==> src/rtl/node_link_pkg.sv <==
`default_nettype none
// ============================================================================
// Package     : node_link_pkg
// Description : Shared types for the node link adapter. Defines the packet
//               layout, the burst length and the TX serialiser states, plus a
//               helper that picks one wire-order byte out of a packet.
// Revision    : 1.0 - initial release
// ============================================================================
package node_link_pkg;

    typedef struct packed {
        logic [3:0]  src;
        logic [3:0]  dest;
        logic [23:0] data;
    } pkt_t;

    localparam int PKT_BYTES = 4;

    typedef enum logic [0:0] {
        IDLE = 1'b0,
        SEND = 1'b1
    } tx_state_e;

    // Wire order is most significant byte first: index 0 carries {src,dest}.
    function automatic logic [7:0] pkt_byte(input pkt_t pkt, input logic [1:0] idx);
        logic [31:0] word;
        word = pkt;
        case (idx)
            2'd0:    return word[31:24];
            2'd1:    return word[23:16];
            2'd2:    return word[15:8];
            default: return word[7:0];
        endcase
    endfunction

endpackage
`default_nettype wire

==> src/rtl/node_link_adapter_pkt_fifo.sv <==
`default_nettype none
// ============================================================================
// Module      : pkt_fifo
// Description : First-word-fall-through synchronous FIFO. The head entry is
//               visible on 'head' whenever 'empty' is low. A push on a full
//               FIFO is accepted only when a pop happens in the same cycle.
// Ports       : clock, reset_n (async active-low), push/push_data,
//               pop, head, count, full, empty
// Revision    : 1.0 - initial release
// ============================================================================
module pkt_fifo #(
    parameter int WIDTH = 32,
    parameter int DEPTH = 4
) (
    input  logic                     clock,
    input  logic                     reset_n,
    input  logic                     push,
    input  logic [WIDTH-1:0]         push_data,
    input  logic                     pop,
    output logic [WIDTH-1:0]         head,
    output logic [$clog2(DEPTH):0]   count,
    output logic                     full,
    output logic                     empty
);
    localparam int AW = $clog2(DEPTH);
    localparam logic [AW:0] c_depth = DEPTH[AW:0];

    logic [WIDTH-1:0] r_mem [DEPTH];
    logic [AW-1:0]    r_wr_ptr;
    logic [AW-1:0]    r_rd_ptr;
    logic [AW:0]      r_count;
    logic             w_do_pop;
    logic             w_do_push;

    assign w_do_pop  = pop & ~empty;
    assign w_do_push = push & (~full | w_do_pop);

    always_ff @(posedge clock or negedge reset_n) begin
        if (!reset_n) begin
            for (int i = 0; i < DEPTH; i++) begin
                r_mem[i] <= '0;
            end
            r_wr_ptr <= '0;
            r_rd_ptr <= '0;
            r_count  <= '0;
        end else begin
            if (w_do_push) begin
                r_mem[r_wr_ptr] <= push_data;
                r_wr_ptr        <= r_wr_ptr + 1'b1;
            end
            if (w_do_pop) begin
                r_rd_ptr <= r_rd_ptr + 1'b1;
            end
            case ({w_do_push, w_do_pop})
                2'b10:   r_count <= r_count + 1'b1;
                2'b01:   r_count <= r_count - 1'b1;
                default: r_count <= r_count;
            endcase
        end
    end

    assign head  = r_mem[r_rd_ptr];
    assign count = r_count;
    assign empty = (r_count == '0);
    assign full  = (r_count == c_depth);

endmodule
`default_nettype wire

==> src/rtl/node_link_adapter.sv <==
`default_nettype none
// ============================================================================
// Module      : node_link_adapter
// Description : Node-side endpoint of one router port.
//               TX: packet FIFO from the node, serialised as 4 bytes on
//                   put_out/payload_out whenever the router reports free_in.
//               RX: 4-byte bursts from the router reassembled into packets
//                   and buffered for the node; free_out reserves a slot for
//                   any burst already in progress.
// Ports       : clock, reset_n (async active-low)
//               tx_pkt/tx_valid/tx_ready       node -> adapter packets
//               free_in/put_out/payload_out    adapter -> router bytes
//               put_in/payload_in/free_out     router -> adapter bytes
//               rx_pkt/rx_valid/rx_ready       adapter -> node packets
//               rx_err (sticky), tx_src_mismatch (saturating counter)
// Revision    : 1.0 - initial release
// ============================================================================
module node_link_adapter
    import node_link_pkg::*;
#(
    parameter int NODEID   = 0,
    parameter int TX_DEPTH = 4,
    parameter int RX_DEPTH = 4
) (
    input  logic        clock,
    input  logic        reset_n,
    input  pkt_t        tx_pkt,
    input  logic        tx_valid,
    output logic        tx_ready,
    input  logic        free_in,
    output logic        put_out,
    output logic [7:0]  payload_out,
    input  logic        put_in,
    input  logic [7:0]  payload_in,
    output logic        free_out,
    output pkt_t        rx_pkt,
    output logic        rx_valid,
    input  logic        rx_ready,
    output logic        rx_err,
    output logic [7:0]  tx_src_mismatch
);
    localparam int TCW = $clog2(TX_DEPTH);
    localparam int RCW = $clog2(RX_DEPTH);
    localparam logic [3:0]     c_node_id   = NODEID[3:0];
    localparam logic [1:0]     c_last_byte = 2'(PKT_BYTES - 1);
    localparam logic [RCW+1:0] c_rx_limit  = RX_DEPTH[RCW+1:0];

    // ---------------------------------------------------------------- TX path
    logic         w_tx_push;
    logic         w_tx_pop;
    logic         w_tx_full;
    logic         w_tx_empty;
    pkt_t         w_tx_head;
    logic [TCW:0] w_tx_count;
    tx_state_e    r_tx_state;
    logic [1:0]   r_tx_byte;     // index of the next byte to launch
    logic         w_tx_boundary;
    logic         w_tx_start;

    assign tx_ready  = ~w_tx_full;
    assign w_tx_push = tx_valid & tx_ready;

    pkt_fifo #(.WIDTH(32), .DEPTH(TX_DEPTH)) u_tx_fifo (
        .clock     (clock),
        .reset_n   (reset_n),
        .push      (w_tx_push),
        .push_data (tx_pkt),
        .pop       (w_tx_pop),
        .head      (w_tx_head),
        .count     (w_tx_count),
        .full      (w_tx_full),
        .empty     (w_tx_empty)
    );

    // A packet boundary is either idle or the edge right after byte3 went out;
    // only there is free_in consulted, which gives gapless back-to-back bursts.
    assign w_tx_boundary = (r_tx_state == IDLE) || (r_tx_byte == 2'd0);
    assign w_tx_start    = ~w_tx_empty & free_in;
    assign w_tx_pop      = (r_tx_state == SEND) && (r_tx_byte == c_last_byte);

    always_ff @(posedge clock or negedge reset_n) begin
        if (!reset_n) begin
            r_tx_state  <= IDLE;
            r_tx_byte   <= 2'd0;
            put_out     <= 1'b0;
            payload_out <= 8'h00;
        end else if (w_tx_boundary) begin
            if (w_tx_start) begin
                r_tx_state  <= SEND;
                r_tx_byte   <= 2'd1;
                put_out     <= 1'b1;
                payload_out <= pkt_byte(w_tx_head, 2'd0);
            end else begin
                r_tx_state  <= IDLE;
                r_tx_byte   <= 2'd0;
                put_out     <= 1'b0;
                payload_out <= 8'h00;
            end
        end else begin
            put_out     <= 1'b1;
            payload_out <= pkt_byte(w_tx_head, r_tx_byte);
            r_tx_byte   <= r_tx_byte + 2'd1;   // wraps to 0 after byte3
        end
    end

    always_ff @(posedge clock or negedge reset_n) begin
        if (!reset_n) begin
            tx_src_mismatch <= 8'h00;
        end else if (w_tx_push && (tx_pkt.src != c_node_id) && (tx_src_mismatch != 8'hFF)) begin
            tx_src_mismatch <= tx_src_mismatch + 8'd1;
        end
    end

    // ---------------------------------------------------------------- RX path
    logic         w_rx_push;
    logic         w_rx_pop;
    logic         w_rx_full;
    logic         w_rx_empty;
    logic [RCW:0] w_rx_count;
    logic [RCW+1:0] w_rx_used;
    pkt_t         w_rx_word;
    logic [1:0]   r_rx_byte;
    logic [23:0]  r_rx_asm;
    logic         r_rx_drop;     // ignoring the rest of a refused burst

    assign w_rx_word = {r_rx_asm, payload_in};
    assign w_rx_push = put_in & ~r_rx_drop & (r_rx_byte == c_last_byte);
    assign w_rx_pop  = rx_valid & rx_ready;
    assign rx_valid  = ~w_rx_empty;

    pkt_fifo #(.WIDTH(32), .DEPTH(RX_DEPTH)) u_rx_fifo (
        .clock     (clock),
        .reset_n   (reset_n),
        .push      (w_rx_push),
        .push_data (w_rx_word),
        .pop       (w_rx_pop),
        .head      (rx_pkt),
        .count     (w_rx_count),
        .full      (w_rx_full),
        .empty     (w_rx_empty)
    );

    // A burst in flight already owns a FIFO slot, so its final push can
    // never overflow even if the node does not pop.
    assign w_rx_used = {1'b0, w_rx_count} + {{(RCW+1){1'b0}}, (r_rx_byte != 2'd0)};
    assign free_out  = (w_rx_used < c_rx_limit);

    always_ff @(posedge clock or negedge reset_n) begin
        if (!reset_n) begin
            r_rx_byte <= 2'd0;
            r_rx_asm  <= 24'h0;
            r_rx_drop <= 1'b0;
            rx_err    <= 1'b0;
        end else if (r_rx_drop) begin
            if (!put_in) begin
                r_rx_drop <= 1'b0;
            end
        end else if (put_in) begin
            if ((r_rx_byte == 2'd0) && !free_out) begin
                rx_err    <= 1'b1;
                r_rx_drop <= 1'b1;
            end else begin
                r_rx_asm  <= {r_rx_asm[15:0], payload_in};
                r_rx_byte <= r_rx_byte + 2'd1;
            end
        end else if (r_rx_byte != 2'd0) begin
            rx_err    <= 1'b1;
            r_rx_byte <= 2'd0;
        end
    end

    logic w_unused_ok;
    assign w_unused_ok = ^{w_tx_count, w_rx_full};

endmodule
`default_nettype wire

==> config.mk <==
export PLATFORM = sky130hd
export DESIGN_NAME = node_link_adapter
export DESIGN_NICKNAME = d
export VERILOG_FILES = /design/src/rtl/node_link_pkg.sv /design/src/rtl/node_link_adapter_pkt_fifo.sv /design/src/rtl/node_link_adapter.sv
export SDC_FILE = /design/constraint.sdc
export NUM_CORES = 1
export LEC_CHECK = 0
export CORE_MARGIN = 10
export CORE_UTILIZATION = 59
export DETAILED_ROUTE_END_ITERATION = 7
export PLACE_DENSITY = 0.8
export SLEW_MARGIN = 15
export SYNTH_ARGS = -nofsm -noshare
export SYNTH_HDL_FRONTEND = slang
export SYNTH_SLANG_ARGS = --single-unit
==> constraint.sdc <==
create_clock -name clock -period 2.77 [get_ports clock]
set_input_delay 0.554 -clock clock [delete_from_list [all_inputs] [get_ports clock]]
set_output_delay 0.554 -clock clock [all_outputs]
set_load 0.05 [all_outputs]
# [Yosys cells after proc, flatten, opt, wreduce, memory -nomap -nowiden]
# Cells that the tools add are included.
[totals] regBits=318 output_inout_bits=53
[op_classes] addsub=12 order_cmp=7 eq_ne=13 n_mux=31 bitwise=22 reduce_logical=20
[ops] cell="$bwmux W128" n=2
[ops] cell="$mux W32" n=6
[ops] cell="$bmux W32 S2" n=2
[ops] cell="$demux W32 S2" n=2
[ops] cell="$pmux W8 S3" n=1
[ops] cell="$mux W8" n=2
[ops] cell="$add A2 B1 Y2 const B" n=6
[ops] cell="$ge A3 B3 Y1 const B" n=4
[ops] cell="$not A2 Y3" n=4
[ops] cell="$pmux W3 S2" n=2
[ops] cell="$eq A2 B2 Y1 const B" n=5
[ops] cell="$mux W1" n=10
[ops] cell="$and A1 B1 Y1" n=9
[ops] cell="$reduce_and A3 Y1" n=3
[ops] cell="$add A8 B1 Y8 const B" n=1
[ops] cell="$mux W2" n=4
[ops] cell="$ne A8 B8 Y1 const B" n=1
[ops] cell="$reduce_bool A2 Y1" n=4
[ops] cell="$not A1 Y1" n=7
[ops] cell="$add A3 B1 Y3 const B" n=2
[ops] cell="$eq A2 B1 Y1 const B" n=3
[ops] cell="$eq A3 B3 Y1 const B" n=2
[ops] cell="$logic_and A1 B1 Y1" n=6
[ops] cell="$logic_not A3 Y1" n=2
[ops] cell="other kinds (11)" n=15

# [Logic depth before layout (Yosys ltp)]
[depth] depth_word=8 depth_mapped=10 mapped_depth_nobuf=9

# [Hierarchy]
# Synthesis repeated with hierarchy kept, for this count alone.
[hier_totals] cells_unflattened=883 hier_area_um2=14290.0
[modules_own_cells] mod="pkt_fifo" n_inst=2 cells_each=349 area_each_um2=5973.2 seq_area_each_um2=3378.2
[modules_own_cells] mod="node_link_adapter" n_inst=1 cells_each=185 area_each_um2=2343.5 seq_area_each_um2=1201.2

# [Least setup slack after synthesis]
# OpenSTA, ideal clock, no wires.
[synth_path] path_kind="reg2reg" start="reg u_tx_fifo.r_count[1] (netlist: u_tx_fifo.count[1])" end="reg u_tx_fifo.r_count[2] (netlist: u_tx_fifo.count[2])" arrival_time_ps=2245 setup_slack_ps=446 stages_incl_launch_ff=11 path_buffers=1 cell_sequence="dfrtp_1 > or3b_4 > and2_4 > buf_12 > inv_1 > ha_1 > inv_1 > fa_1 > xor2_1 > nor2_1 > xor2_1"
[synth_between] word_cells_on_any_way=14 cone_classes="add/sub (2); eq/ne (3); mux (1); bitwise (6); reduce/logical (2)"
[synth_lines] element="from (decl)" line="node_link_adapter_pkt_fifo.sv:31" text="logic [AW:0] r_count;"
[synth_lines] element="from (signal assigned)" line="node_link_adapter_pkt_fifo.sv:55" text="2'b10: r_count <= r_count + 1'b1;"
[synth_lines] element="from (signal assigned)" line="node_link_adapter_pkt_fifo.sv:56" text="2'b01: r_count <= r_count - 1'b1;"
[synth_lines] element="from (signal assigned)" line="node_link_adapter_pkt_fifo.sv:57" text="default: r_count <= r_count;"
[synth_lines] element="$eq A3 B3 Y1 *" line="node_link_adapter_pkt_fifo.sv:65" text="assign full = (r_count == c_depth);"
[synth_lines] element="$not A1 Y1 *" line="node_link_adapter.sv:60" text="assign tx_ready = ~w_tx_full;"
[synth_lines] element="via tx_ready" line="node_link_adapter.sv:29" text="output logic tx_ready,"
[synth_lines] element="$and A1 B1 Y1 or $or A1 B1 Y1 (tied branches)" line="node_link_adapter.sv:61, node_link_adapter_pkt_fifo.sv:36"
[synth_lines] element="$and A1 B1 Y1 *" line="node_link_adapter_pkt_fifo.sv:36" text="assign w_do_push = push & (~full | w_do_pop);"
[synth_lines] element="$eq A2 B1 Y1 or $eq A2 B2 Y1 (tied branches)" line="node_link_adapter_pkt_fifo.sv:54" text="case ({w_do_push, w_do_pop})"
[synth_lines] element="$pmux W3 S2 or $reduce_bool A2 Y1 (tied branches)"
# Mark *: on every way through the listed nets, which the timed path passes. The rest lies on a longest branch.
# A chain may end at the register's enable or synchronous reset.

# [Final worst setup path]
[layout_path] start="reg u_tx_fifo.r_count[1] (netlist: u_tx_fifo.count[1])" end="out tx_ready"
[layout_between] elab_chain_len=2
[layout_rtl] element="$eq A3 B3 Y1" line="node_link_adapter_pkt_fifo.sv:65"
[layout_rtl] element="$not A1 Y1" line="node_link_adapter.sv:60"
[layout_rtl] element="to (decl)" line="node_link_adapter.sv:29"
# Every way passes these cells.

==> flow_metrics.py <==
metrics = {
    "routing": {
        "detailed_route_vias_per_instance": 5.829,
        "drt_wl_total_um": 29790,
        "dr_total_vias": 7828,
        "drtPass1Iterations": 4,
        "drcViolationCount": 0,
        "detail_route.wl_per_cell_um": 22.18,
        "drt.antenna.violating_nets": 0,
        "drt_first_iter_violations": 471,
    },
    "critical_path": {
        "critical_path.endpoint_type": "output port",
        "worstReg2RegStart": "u_tx_fifo.count[1]",
        "critical_path.startpoint_type": "register",
        "worst_r2r_path_depth": 9,
        "crit_fanout": 4,
        "arrival_ns": 2.06,
        "critical_path.reg2reg.endpoint": "u_tx_fifo.count[2]",
        "required_ns": 2.22,
        "reg2reg_slack_ns": 0.47,
        "critPathKind": "register to output port",
    },
    "layout": {
        "drive_gt1_frac": 0.4367,
        "flow.area_growth_from_synthesis_pct": 18.28,
        "final.fill_count": 1536,
        "final_common_cell": "sky130_fd_sc_hd__dfrtp_1",
        "insertedDiodeCount": 0,
        "nNetsFinal": 1062,
        "final_cell_mix": "sky130_fd_sc_hd__dfrtp_1 (316), sky130_fd_sc_hd__mux2_2 (152), sky130_fd_sc_hd__mux2_4 (120), sky130_fd_sc_hd__clkdlybuf4s50_1 (64), sky130_fd_sc_hd__mux4_2 (56)",
    },
    "logic_synthesis": {
        "synthFlopType": "sky130_fd_sc_hd__dfrtp_1",
        "synth.net_count": 951,
        "synth.avg_cell_area_sq_um": 16.52,
        "postSynthRegisterBits": 318,
        "synthDominantAreaCellType": "sky130_fd_sc_hd__dfrtp_1",
        "async_sr_flop_fraction": 1.000,
        "ys_types": 44,
        "syn_area_sq_um": 14640,
        "synth_enable_flop_cells": 0,
        "ys_top_cells_by_area": "sky130_fd_sc_hd__dfrtp_1 (54%), sky130_fd_sc_hd__mux2_4 (12%), sky130_fd_sc_hd__mux2_2 (12%)",
        "syn-instance-count": 886,
        "synth_seq_area_share": 0.5436,
        "yosys_warnings": 0,
        "post-synth-top-area-fraction": 0.5436,
    },
    "floorplanning": {
        "chipHeight_um": 177.5,
        "core_sq_um": 24390,
        "fp-row-count": 57,
        "design.die.area_sq_um": 31510,
        "initial_standard_cell_utilization_of_the_core": 0.6002,
        "die_w_um": 177.5,
        "io_pins": 99,
    },
    "timing": {
        "fin_hold_ws_ns": 0.009399,
        "setup_total_negative_slack_ns": 0,
        "timing.slew.headroom": 0.6235,
        "skew_ns": 0.01232,
        "fmaxAchievable_mhz": 381.9,
        "rsz0062_at_grt": "false",
        "finalHoldViolCount": 0,
        "report.final.slew_viol_count": 0,
        "final.period_utilization": 0.9454,
        "setup_viol": 0,
        "layout_setup_ws_ns": 0.1513,
        "worst_slew_pin_slew_ns": 0.5630,
        "timing.final.crit_period_ns": 2.619,
    },
    "worst_hold_path": {
        "hold_path_class": "input pin to async pin",
    },
    "clocking": {
        "cts_buf_count": 35,
        "cts.hold.buffers_added": 0,
        "clock_tree.buffer_depth": 3,
        "cts_num_sinks": 318,
        "insertion_delay_ns": 0.50,
        "clk_root_buffer_cell": "sky130_fd_sc_hd__clkbuf_16",
        "clock_tree.htree_level_count": 2,
        "post-cts-setup-buffers": 0,
        "path_clk_slew_ns": 0.06,
        "tritoncts_clock_tree": "built",
    },
    "placement": {
        "number_of_input_and_output_port_buffers_inserted": 98,
        "hpwlAfterDp_um": 18910,
        "place.gp.congestion": 0.7755,
        "preCtsSetupSlack_ns": 0.3293,
    },
    "grt": {
        "overall_track_demand_over_capacity_in_global_routing": 0.1945,
        "grt_first_pass_wirelength_um": 48910,
        "maximum_number_of_pins_on_one_net_before_global_route_repair": 73,
        "grt_overflow_total": 0,
        "vias_in_the_first_global_route": 8898,
        "grt_antenna_before_repair": 0,
    },
    "power_and_ir_drop": {
        "cellLeakagePower_nw": 8.218,
        "vdd_ir_drop_max_v": 0.0007934,
        "power_density_nw_per_um2": 1282,
    },
    "outcome": {
        "run_status": "complete, no violations",
    },
    "run": {
        "max_cap_viol_count": 0,
    },
}
==> routing by layer <==
layer / vias up / wire length, um / track usage
li1: 3459 / - / -
met1: 4177 / 13250 / 0.2625
met2: 150 / 14720 / 0.3157
met3: 42 / 1158 / 0.03549
met4: 0 / 659 / 0.05974
met5: - / 0 / 0
==> cell families after synthesis <==
family | after synthesis | synth area share
compound gates | 50 | 0.02111
buf+inv | 72 | 0.03752
fa+ha+maj | 19 | 0.01726
xor+xnor | 18 | 0.01077
flops | 318 | 0.5436
mux | 354 | 0.3447
simple gates | 55 | 0.02504
==> sequential cells by signal, indices dropped and copies added, names as in the netlist, 2 cells and up <==
| name | cells |
|---|---|
| payload_out | 8 |
| u_tx_fifo.r_wr_ptr | 2 |
| r_rx_asm | 24 |
| u_tx_fifo.r_mem | 128 |
| tx_src_mismatch | 8 |
| u_tx_fifo.r_rd_ptr | 2 |
| u_rx_fifo.r_wr_ptr | 2 |
| u_rx_fifo.r_mem | 128 |
| u_rx_fifo.r_rd_ptr | 2 |
| u_tx_fifo.count | 3 |
| r_rx_byte | 2 |
| r_tx_byte | 2 |
| u_rx_fifo.count | 3 |
==> cell type report <==
class	count	area (sq um)	area share
clock buffers	54	1050	0.06063
clock inverters	5	77.57	0.004480
inverters	24	90.09	0.005203
multi-input cells	496	6132	0.3541
flip-flops and latches	318	7963	0.4599
well taps	324	405.4	0.02341
repair buffers	122	1598	0.09228
==> power by group <==
group	internal [W]	leakage (nW)	switching (W)
Sequential	0.00670	3.99	0.00152
Clock	0.00278	0.548	0.00177
Combinational	0.00522	3.68	0.00420
Total	0.0147	8.22	0.00749
==> worst max path at each step <==
| stage | depth (start not counted) | from | to | slack, ns |
|---|---|---|---|---|
| after floorplan | 10 | u_tx_fifo.count[1] | u_tx_fifo.count[2] | 0.45 |
| after CTS | 3 | u_rx_fifo.r_rd_ptr[0] | rx_pkt[2] | 0.04 |
| after detailed placement | 7 | put_in | u_rx_fifo.count[2] | 0.33 |
| after global routing | 3 | u_rx_fifo.r_rd_ptr[0] | rx_pkt[2] | 0.09 |
| after global placement | 9 | tx_valid | u_tx_fifo.count[2] | 0.39 |
| final | 2 | u_tx_fifo.count[1] | tx_ready | 0.15 |
==> worst max-delay path, cell delays in order (launching register included) <==
cell	delay, ns
sky130_fd_sc_hd__dfrtp_1	0.41
sky130_fd_sc_hd__or3b_4	0.43
sky130_fd_sc_hd__clkdlybuf4s50_1	0.72
==> cell usage after synthesis (2+ instances only) <==
master                      number
sky130_fd_sc_hd__mux2_2        152
sky130_fd_sc_hd__nand2b_1        3
sky130_fd_sc_hd__nand2_1        20
sky130_fd_sc_hd__o21ai_0        15
sky130_fd_sc_hd__buf_2          12
sky130_fd_sc_hd__mux2_1          9
sky130_fd_sc_hd__nand2_8         4
sky130_fd_sc_hd__a31oi_1         2
sky130_fd_sc_hd__nand3_1         7
sky130_fd_sc_hd__nand4_1         2
sky130_fd_sc_hd__xnor2_1         7
sky130_fd_sc_hd__fa_1            2
sky130_fd_sc_hd__mux4_2         56
sky130_fd_sc_hd__o22ai_1         8
sky130_fd_sc_hd__mux2i_1        17
sky130_fd_sc_hd__a21oi_1        12
sky130_fd_sc_hd__inv_1          24
sky130_fd_sc_hd__xor2_1         11
sky130_fd_sc_hd__clkbuf_1        7
sky130_fd_sc_hd__mux2_4        120
sky130_fd_sc_hd__dfrtp_1       318
sky130_fd_sc_hd__o221ai_1        8
sky130_fd_sc_hd__nor2b_1         2
sky130_fd_sc_hd__buf_12         13
sky130_fd_sc_hd__buf_1           2
sky130_fd_sc_hd__nor2_1          3
sky130_fd_sc_hd__ha_1           17
sky130_fd_sc_hd__a2111oi_0       2
sky130_fd_sc_hd__nor3_1          3
sky130_fd_sc_hd__buf_4          14
==> through the flow <==
step | util | total power [W] | cell area, sq um | instances
6_report | 0.7099 | 0.02219 | 17320 | 1343
5_1_grt | 0.7099 | 0.02330 | 17320 | 1343
4_1_cts | 0.7098 | 0.02235 | 17310 | 1343
3_5_place_dp | 0.6636 | 0.01768 | 16190 | 1284
3_3_place_gp | 0.6636 | 0.01737 | 16190 | 1284
2_1_floorplan | - | 0.01465 | 14640 | 886
==> repair_timing <==
action	4_1_cts	5_1_grt
setup endpoints to repair	1	7
resized for setup	1	1
pin swaps	0	0
(Power assumes the default switching activity.)
